File: config.mk
export PLATFORM = sky130hd
export DESIGN_NAME = adc_stream_packer_flat
export DESIGN_NICKNAME = d
export VERILOG_FILES = /design/src/rtl/adc_stream_packer_pkg.sv /design/src/rtl/adc_stream_packer_if.sv /design/src/rtl/adc_stream_packer_sync_fifo.sv /design/src/rtl/adc_stream_packer.sv /design/src/flat_wrapper.sv
export SDC_FILE = /design/constraint.sdc
export NUM_CORES = 1
export LEC_CHECK = 0
export CAP_MARGIN = 20
export CORE_UTILIZATION = 40
export CTS_CLUSTER_SIZE = 40
export DETAILED_ROUTE_END_ITERATION = 6
export PLACE_DENSITY = 0.63
export SETUP_SLACK_MARGIN = 0.1
export SKIP_LAST_GASP = 1
export SLEW_MARGIN = 20
export SYNTH_ARGS = -nofsm -noshare
export SYNTH_HDL_FRONTEND = slang
export SYNTH_HIERARCHICAL = 1
export SYNTH_SLANG_ARGS = --single-unit
File: constraint.sdc
create_clock -name i_CMOS_Clk -period 8.7 [get_ports i_CMOS_Clk]
set_clock_uncertainty 0.15 [all_clocks]
set_input_delay 1.74 -clock i_CMOS_Clk [delete_from_list [all_inputs] [get_ports i_CMOS_Clk]]
set_output_delay 1.74 -clock i_CMOS_Clk [all_outputs]
set_load 0.005 [all_outputs]
File: src/rtl/adc_stream_packer_pkg.sv
// rtl/adc_stream_packer_pkg.sv - shared types and pack format for the ADC stream packer
package adc_stream_pkg;

    typedef enum logic [2:0] {
        IDLE,
        ARM,
        CAPTURE,
        DRAIN,
        RELEASE
    } state_e;

    localparam int AXIS_W = 32;
    localparam int LANE_W = 16;

    // s0 (even sample) occupies the low lane, s1 the high lane
    function automatic logic [AXIS_W-1:0] pack_pair(input logic [LANE_W-1:0] s1,
                                                    input logic [LANE_W-1:0] s0);
        return {s1, s0};
    endfunction

endpackage

File: src/rtl/adc_stream_packer_if.sv
// rtl/adc_stream_packer_if.sv - capture-block handshake, AXI-Stream output and status bundle
interface adc_stream_packer_if #(
    parameter int SAMPLE_W = 12
);
    logic                              i_Start;
    logic                              o_Busy;
    logic                              o_ADC_Work;
    logic                              i_ADC_Done;
    logic                              i_ADC_Last;
    logic [SAMPLE_W-1:0]               i_CMOS_Data;
    logic [adc_stream_pkg::AXIS_W-1:0] m_axis_tdata;
    logic                              m_axis_tvalid;
    logic                              m_axis_tready;
    logic                              m_axis_tlast;
    logic                              o_Overflow;
    logic                              o_Len_Err;
    logic [15:0]                       o_Frame_Count;

    modport master (
        input  i_Start, i_ADC_Done, i_ADC_Last, i_CMOS_Data, m_axis_tready,
        output o_Busy, o_ADC_Work, m_axis_tdata, m_axis_tvalid, m_axis_tlast,
               o_Overflow, o_Len_Err, o_Frame_Count
    );

    modport slave (
        output i_Start, i_ADC_Done, i_ADC_Last, i_CMOS_Data, m_axis_tready,
        input  o_Busy, o_ADC_Work, m_axis_tdata, m_axis_tvalid, m_axis_tlast,
               o_Overflow, o_Len_Err, o_Frame_Count
    );
endinterface

File: src/rtl/adc_stream_packer_sync_fifo.sv
// rtl/adc_stream_packer_sync_fifo.sv - first-word-fall-through FIFO, push accepted when full if popping
module sync_fifo #(
    parameter int WIDTH = 33,
    parameter int DEPTH = 16
) (
    input  logic             clk,
    input  logic             rst,
    input  logic             push,
    input  logic [WIDTH-1:0] wdata,
    input  logic             pop,
    output logic [WIDTH-1:0] rdata,
    output logic             full,
    output logic             empty
);
    localparam int AW = (DEPTH > 1) ? $clog2(DEPTH) : 1;

    logic [AW:0]      wr_ptr_q, wr_ptr_d;
    logic [AW:0]      rd_ptr_q, rd_ptr_d;
    logic [WIDTH-1:0] mem_q [DEPTH];
    logic             do_push;
    logic             do_pop;

    assign empty   = (wr_ptr_q == rd_ptr_q);
    assign full    = (wr_ptr_q[AW] != rd_ptr_q[AW]) && (wr_ptr_q[AW-1:0] == rd_ptr_q[AW-1:0]);
    assign rdata   = mem_q[rd_ptr_q[AW-1:0]];
    assign do_pop  = pop && !empty;
    // the slot being overwritten on a full push is the head being popped this cycle
    assign do_push = push && (!full || do_pop);

    always_comb begin
        wr_ptr_d = wr_ptr_q;
        rd_ptr_d = rd_ptr_q;
        if (do_push) wr_ptr_d = wr_ptr_q + {{AW{1'b0}}, 1'b1};
        if (do_pop)  rd_ptr_d = rd_ptr_q + {{AW{1'b0}}, 1'b1};
    end

    always_ff @(posedge clk) begin
        if (rst) begin
            wr_ptr_q <= '0;
            rd_ptr_q <= '0;
        end else begin
            wr_ptr_q <= wr_ptr_d;
            rd_ptr_q <= rd_ptr_d;
        end
    end

    always_ff @(posedge clk) begin
        if (do_push) mem_q[wr_ptr_q[AW-1:0]] <= wdata;
    end
endmodule

File: src/rtl/adc_stream_packer.sv
// rtl/adc_stream_packer.sv - requests a capture frame, packs sample pairs into AXI-Stream words
module adc_stream_packer
    import adc_stream_pkg::*;
#(
    parameter int SAMPLE_W   = 12,
    parameter int FRAME_LEN  = 100000,
    parameter int FIFO_DEPTH = 16,
    parameter int CNT_W      = 20
) (
    input logic i_CMOS_Clk,
    input logic i_Reset,
    adc_stream_packer_if.master bus
);
    localparam logic [CNT_W-1:0] LAST_IDX = CNT_W'(FRAME_LEN - 1);

    state_e              state_q, state_d;
    logic [CNT_W-1:0]    cnt_q, cnt_d;
    logic                phase_q, phase_d;
    logic [SAMPLE_W-1:0] half_q, half_d;
    logic [AXIS_W:0]     pend_q, pend_d;
    logic                pend_vld_q, pend_vld_d;
    logic                ovf_q, ovf_d;
    logic                len_err_q, len_err_d;
    logic [15:0]         frame_cnt_q, frame_cnt_d;

    logic                f_push, f_pop, f_full, f_empty;
    logic [AXIS_W:0]     f_wdata, f_rdata;
    logic                can_push;
    logic                at_end, is_final;
    logic                word_vld;
    logic [AXIS_W-1:0]   word;
    logic [LANE_W-1:0]   cur_ext, half_ext;

    assign cur_ext  = LANE_W'(bus.i_CMOS_Data);
    assign half_ext = LANE_W'(half_q);
    assign at_end   = (cnt_q == LAST_IDX);
    assign is_final = bus.i_ADC_Last || at_end;
    assign f_pop    = bus.m_axis_tready && !f_empty;
    assign can_push = !f_full || f_pop;

    always_comb begin
        state_d     = state_q;
        cnt_d       = cnt_q;
        phase_d     = phase_q;
        half_d      = half_q;
        pend_d      = pend_q;
        pend_vld_d  = pend_vld_q;
        ovf_d       = ovf_q;
        len_err_d   = len_err_q;
        frame_cnt_d = frame_cnt_q;
        f_push      = 1'b0;
        f_wdata     = pend_q;
        word_vld    = 1'b0;
        word        = '0;

        case (state_q)
            IDLE: if (bus.i_Start) state_d = ARM;
            ARM: begin
                cnt_d   = '0;
                phase_d = 1'b0;
                state_d = CAPTURE;
            end
            CAPTURE: begin
                cnt_d = cnt_q + CNT_W'(1);
                if (bus.i_ADC_Last != at_end) len_err_d = 1'b1;
                if (phase_q) begin
                    word_vld = 1'b1;
                    word     = pack_pair(cur_ext, half_ext);
                    phase_d  = 1'b0;
                end else if (is_final) begin
                    word_vld = 1'b1;
                    word     = pack_pair('0, cur_ext);
                end else begin
                    half_d  = bus.i_CMOS_Data;
                    phase_d = 1'b1;
                end
                // samples cannot be stalled: a full FIFO drops data words but parks the tlast word
                if (word_vld) begin
                    if (can_push) begin
                        f_push  = 1'b1;
                        f_wdata = {is_final, word};
                    end else if (is_final) begin
                        pend_d     = {1'b1, word};
                        pend_vld_d = 1'b1;
                    end else begin
                        ovf_d = 1'b1;
                    end
                end
                if (is_final) state_d = DRAIN;
            end
            DRAIN: begin
                if (pend_vld_q) begin
                    if (can_push) begin
                        f_push     = 1'b1;
                        pend_vld_d = 1'b0;
                    end
                end else if (f_empty) begin
                    state_d = RELEASE;
                end
            end
            RELEASE: if (!bus.i_ADC_Done) state_d = IDLE;
            default: state_d = IDLE;
        endcase

        if (f_pop && f_rdata[AXIS_W]) frame_cnt_d = frame_cnt_q + 16'd1;
    end

    always_ff @(posedge i_CMOS_Clk) begin
        if (i_Reset) begin
            state_q     <= IDLE;
            cnt_q       <= '0;
            phase_q     <= 1'b0;
            half_q      <= '0;
            pend_q      <= '0;
            pend_vld_q  <= 1'b0;
            ovf_q       <= 1'b0;
            len_err_q   <= 1'b0;
            frame_cnt_q <= '0;
        end else begin
            state_q     <= state_d;
            cnt_q       <= cnt_d;
            phase_q     <= phase_d;
            half_q      <= half_d;
            pend_q      <= pend_d;
            pend_vld_q  <= pend_vld_d;
            ovf_q       <= ovf_d;
            len_err_q   <= len_err_d;
            frame_cnt_q <= frame_cnt_d;
        end
    end

    sync_fifo #(
        .WIDTH(AXIS_W + 1),
        .DEPTH(FIFO_DEPTH)
    ) u_fifo (
        .clk  (i_CMOS_Clk),
        .rst  (i_Reset),
        .push (f_push),
        .wdata(f_wdata),
        .pop  (f_pop),
        .rdata(f_rdata),
        .full (f_full),
        .empty(f_empty)
    );

    assign bus.o_Busy        = (state_q != IDLE);
    assign bus.o_ADC_Work    = (state_q == ARM) || (state_q == CAPTURE) || (state_q == DRAIN);
    assign bus.m_axis_tvalid = !f_empty;
    assign bus.m_axis_tdata  = f_empty ? '0 : f_rdata[AXIS_W-1:0];
    assign bus.m_axis_tlast  = !f_empty && f_rdata[AXIS_W];
    assign bus.o_Overflow    = ovf_q;
    assign bus.o_Len_Err     = len_err_q;
    assign bus.o_Frame_Count = frame_cnt_q;
endmodule

File: src/flat_wrapper.sv
// flat-port wrapper written by rule: the top's interface ports become plain ports
module adc_stream_packer_flat import adc_stream_pkg::*;
#(
    parameter int SAMPLE_W   = 12,
    parameter int FRAME_LEN  = 100000,
    parameter int FIFO_DEPTH = 16,
    parameter int CNT_W      = 20
)
  (i_CMOS_Clk, i_Reset, bus_i_Start, bus_i_ADC_Done, bus_i_ADC_Last, bus_i_CMOS_Data, bus_m_axis_tready, bus_o_Busy, bus_o_ADC_Work, bus_m_axis_tdata, bus_m_axis_tvalid, bus_m_axis_tlast, bus_o_Overflow, bus_o_Len_Err, bus_o_Frame_Count);
  adc_stream_packer_if #(.SAMPLE_W(SAMPLE_W)) bus_i ();
  input logic i_CMOS_Clk;
  input logic i_Reset;
  input wire logic [$bits(bus_i.i_Start)-1:0] bus_i_Start;
  input wire logic [$bits(bus_i.i_ADC_Done)-1:0] bus_i_ADC_Done;
  input wire logic [$bits(bus_i.i_ADC_Last)-1:0] bus_i_ADC_Last;
  input wire logic [$bits(bus_i.i_CMOS_Data)-1:0] bus_i_CMOS_Data;
  input wire logic [$bits(bus_i.m_axis_tready)-1:0] bus_m_axis_tready;
  output wire logic [$bits(bus_i.o_Busy)-1:0] bus_o_Busy;
  output wire logic [$bits(bus_i.o_ADC_Work)-1:0] bus_o_ADC_Work;
  output wire logic [$bits(bus_i.m_axis_tdata)-1:0] bus_m_axis_tdata;
  output wire logic [$bits(bus_i.m_axis_tvalid)-1:0] bus_m_axis_tvalid;
  output wire logic [$bits(bus_i.m_axis_tlast)-1:0] bus_m_axis_tlast;
  output wire logic [$bits(bus_i.o_Overflow)-1:0] bus_o_Overflow;
  output wire logic [$bits(bus_i.o_Len_Err)-1:0] bus_o_Len_Err;
  output wire logic [$bits(bus_i.o_Frame_Count)-1:0] bus_o_Frame_Count;
  assign bus_i.i_Start = bus_i_Start;
  assign bus_i.i_ADC_Done = bus_i_ADC_Done;
  assign bus_i.i_ADC_Last = bus_i_ADC_Last;
  assign bus_i.i_CMOS_Data = bus_i_CMOS_Data;
  assign bus_i.m_axis_tready = bus_m_axis_tready;
  assign bus_o_Busy = bus_i.o_Busy;
  assign bus_o_ADC_Work = bus_i.o_ADC_Work;
  assign bus_m_axis_tdata = bus_i.m_axis_tdata;
  assign bus_m_axis_tvalid = bus_i.m_axis_tvalid;
  assign bus_m_axis_tlast = bus_i.m_axis_tlast;
  assign bus_o_Overflow = bus_i.o_Overflow;
  assign bus_o_Len_Err = bus_i.o_Len_Err;
  assign bus_o_Frame_Count = bus_i.o_Frame_Count;
  adc_stream_packer #(.SAMPLE_W(SAMPLE_W), .FRAME_LEN(FRAME_LEN), .FIFO_DEPTH(FIFO_DEPTH), .CNT_W(CNT_W)) u_core (.i_CMOS_Clk(i_CMOS_Clk), .i_Reset(i_Reset), .bus(bus_i));
endmodule
==> metrics <==
#FFs+latches synth=between 600 and 700; DR vias=13032; vias in the first global route=about 13000; CP Class=flop to output port; VDD IR max=0.130 mV; drt initial violations=about 1100; Tightest Pin Transition=between 1 and 1.5 ns; Seq/Total Area, Yosys=0.716; maximum clock insertion buffer count=3; CP Launch Type=flop; Unique masters post-synth=63; share of post-route cells with drive strength above 1=0.206; CTS Buf Count=67; ys flop type=edfxtp_1; WL final=55400 um; Max Fclk=169 MHz; Worst EP required=6.81 ns; number of H-tree levels=3; unrepaired setup endpoints after global routing=false; Post-Syn Area=24800 um2; first-pass GRT wire length=between 80000 and 90000 um; worst min path class=flop to flop; Remaining Overflow, GRT=0; Initial Utilization=0.407; total chip power=between 6000 and 7000 uW; Num Clock Sinks=622; Pleak=between 0.009 and 0.01 uW; Post-Layout Cell Count=roughly 2400; final setup fails=0; syn avg cell area=18.2 um2; routed length per instance=between 20 and 25 um; count of final max-slew check failures=0; Power Density=212 nW/um2; Period Utilization, post-route=0.681; Yosys warnings=6; min Tclk post-route=roughly 5.9 ns; gpl congestion=around 0.80; Slew HR=0.248; Die Span X=251 um; cell count after placement=2301; NumNets Final=between 1500 and 2000; DP HPWL=~30000 um; drt drc=0; PostCTS Resize Cnt=0; Fin. Hold Viols=0; slack of the worst reg-to-reg path=~3.8 ns; CTS Root Buffer Type=clkbuf_16; core area=approximately 61000 um2; clock-pin slew on the worst setup and hold paths=around 0.060 ns; port bufs=~70; CP arrival=4.03 ns; Vias/cell=5.39; cts hold-fix bufs=0; Pre-antenna DRT Iters=5; GRT Total Usage=0.180; Post-Synthesis Cells=around 1400; CTS tree=built; FP Rows=90; setup TNS=0 ns; Die ar.=62900 um2; clk_lat worst skew=approximately 0.60 ns; post-CTS setup buffer count=0; largest net degree at the start of global routing=95; Max-Cap Viols=0; initial antenna violation count=9; CP endpoint kind=output port; io pins=between 70 and 80; Post-synth EDFFs=528; synthesis-to-layout area growth=17.1%; status=completed; Async S/R FF share, synth=0; crit path max fanout=94; die height=approximately 250 um; Routed Antenna Nets=0
==> through the flow <==
| stage | worst slack, ns | area, um2 | utilization | hold WS (ns) |
|---|---|---|---|---|
| 2_1_floorplan | 2.99 | 25200 | - | 0.286 |
| 3_3_place_gp | 3.23 | 26900 | 0.442 | 0.292 |
| 3_5_place_dp | 3.24 | 26900 | 0.442 | 0.297 |
| 4_1_cts | 2.62 | 29000 | 0.477 | 0.305 |
| 5_1_grt | 2.46 | 29000 | 0.477 | 0.322 |
| 6_report | 2.78 | 29000 | 0.477 | 0.304 |
==> area by class of cell <==
type                    instances  area (um2)
inverters                      16        60.1
flip-flops and latches        622       17700
clock inverters                31         259
repair buffers                110        1010
fillers                      5097       31800
well taps                     782         978
diodes                          2        5.00
clock buffers                  86        1830
multi-input cells             771        7110
==> kinds of logic after synthesis <==
| kind of cell | Yosys count | share of synthesized area |
|---|---|---|
| AOI/OAI and AO/OA | 120 | 0.0317 |
| xor gates and xnor gates | 24 | 0.00849 |
| adders and majority gates | 8 | 0.00404 |
| buffers and inverters | 93 | 0.0181 |
| DFF | 622 | 0.716 |
| muxes | 182 | 0.157 |
| other | 1 | 0.000151 |
| and+or+nand+nor | 309 | 0.0640 |
==> placed cells by master (no fill, tap or decap), drive strengths merged, types with 5 or more instances in the layout <==
cell             n
a211oi          17
a21oi           42
a31oi            9
and3            15
buf             40
clkbuf          86
clkdlybuf4s50   70
clkinv          20
clkinvlp         5
conb           128
dfxtp           94
edfxtp         528
ha               8
inv             18
mux2i           14
mux4           165
nand2           96
nand3           38
nand4           11
nor2            63
nor2b           42
nor3             9
nor4             7
o211ai           5
o21ai           21
or4              9
xnor2           15
xor2             9
==> metal layers <==
layer	share of wire	up-vias	track usage
li1	-	5784	-
met1	0.42	6738	0.241
met2	0.48	405	0.291
met3	0.072	91	0.0400
met4	0.023	14	0.0636
met5	0.0017	-	0
==> power by group <==
part | internal, uW | switching, uW
combinational | 75.6 | 113
sequential | 3230 | 8.82
clock | 1600 | 1110
==> synthesized netlist by cell type (11+ instances only) <==
library cell  instances  share of area
nor2_1               63         0.0096
edfxtp_1            528           0.64
inv_1                16         0.0024
xnor2_1              15         0.0053
a211oi_1             11         0.0033
mux2i_1              14         0.0057
buf_1                14         0.0021
nand3_1              37         0.0075
buf_2                18         0.0036
a21oi_1              42         0.0085
and3_1               15         0.0038
nand2_1              96          0.015
o21ai_0              21         0.0042
clkbuf_1             33         0.0050
mux4_2              165           0.15
dfxtp_1              94          0.076
nor2b_1              42          0.011
==> flip-flops by register name, summed over array words and instances (netlist names), 3 cells and up, named ones only <==
| signal | flops |
|---|---|
| u_core/bus.o_Frame_Count | 16 |
| u_core/cnt_q | 20 |
| u_core/half_q | 12 |
| u_core/pend_q | 25 |
| u_core/state_q | 3 |
| u_core/u_fifo/mem_q | 528 |
| u_core/u_fifo/rd_ptr_q | 5 |
| u_core/u_fifo/wr_ptr_q | 5 |
==> final timing paths <==
path                                        start                          end  cells after the start
worst min-delay path            u_core/half_q[11]            u_core/half_q[11]                      2
worst max register to register    u_core/cnt_q[0]  u_core/u_fifo/mem_q[13][24]                     10
worst min register to register  u_core/half_q[11]            u_core/half_q[11]                      2
worst max-delay path                         flop             bus_m_axis_tlast                      5
==> critical path: stages, from the launching register on <==
cell and delay (ns):
dfxtp_4 0.87, buf_12 0.62, mux4_2 0.60, mux4_2 0.61, nor2b_1 0.18, clkdlybuf4s50_1 0.45
Note: power is estimated with default switching activity, not from simulation.
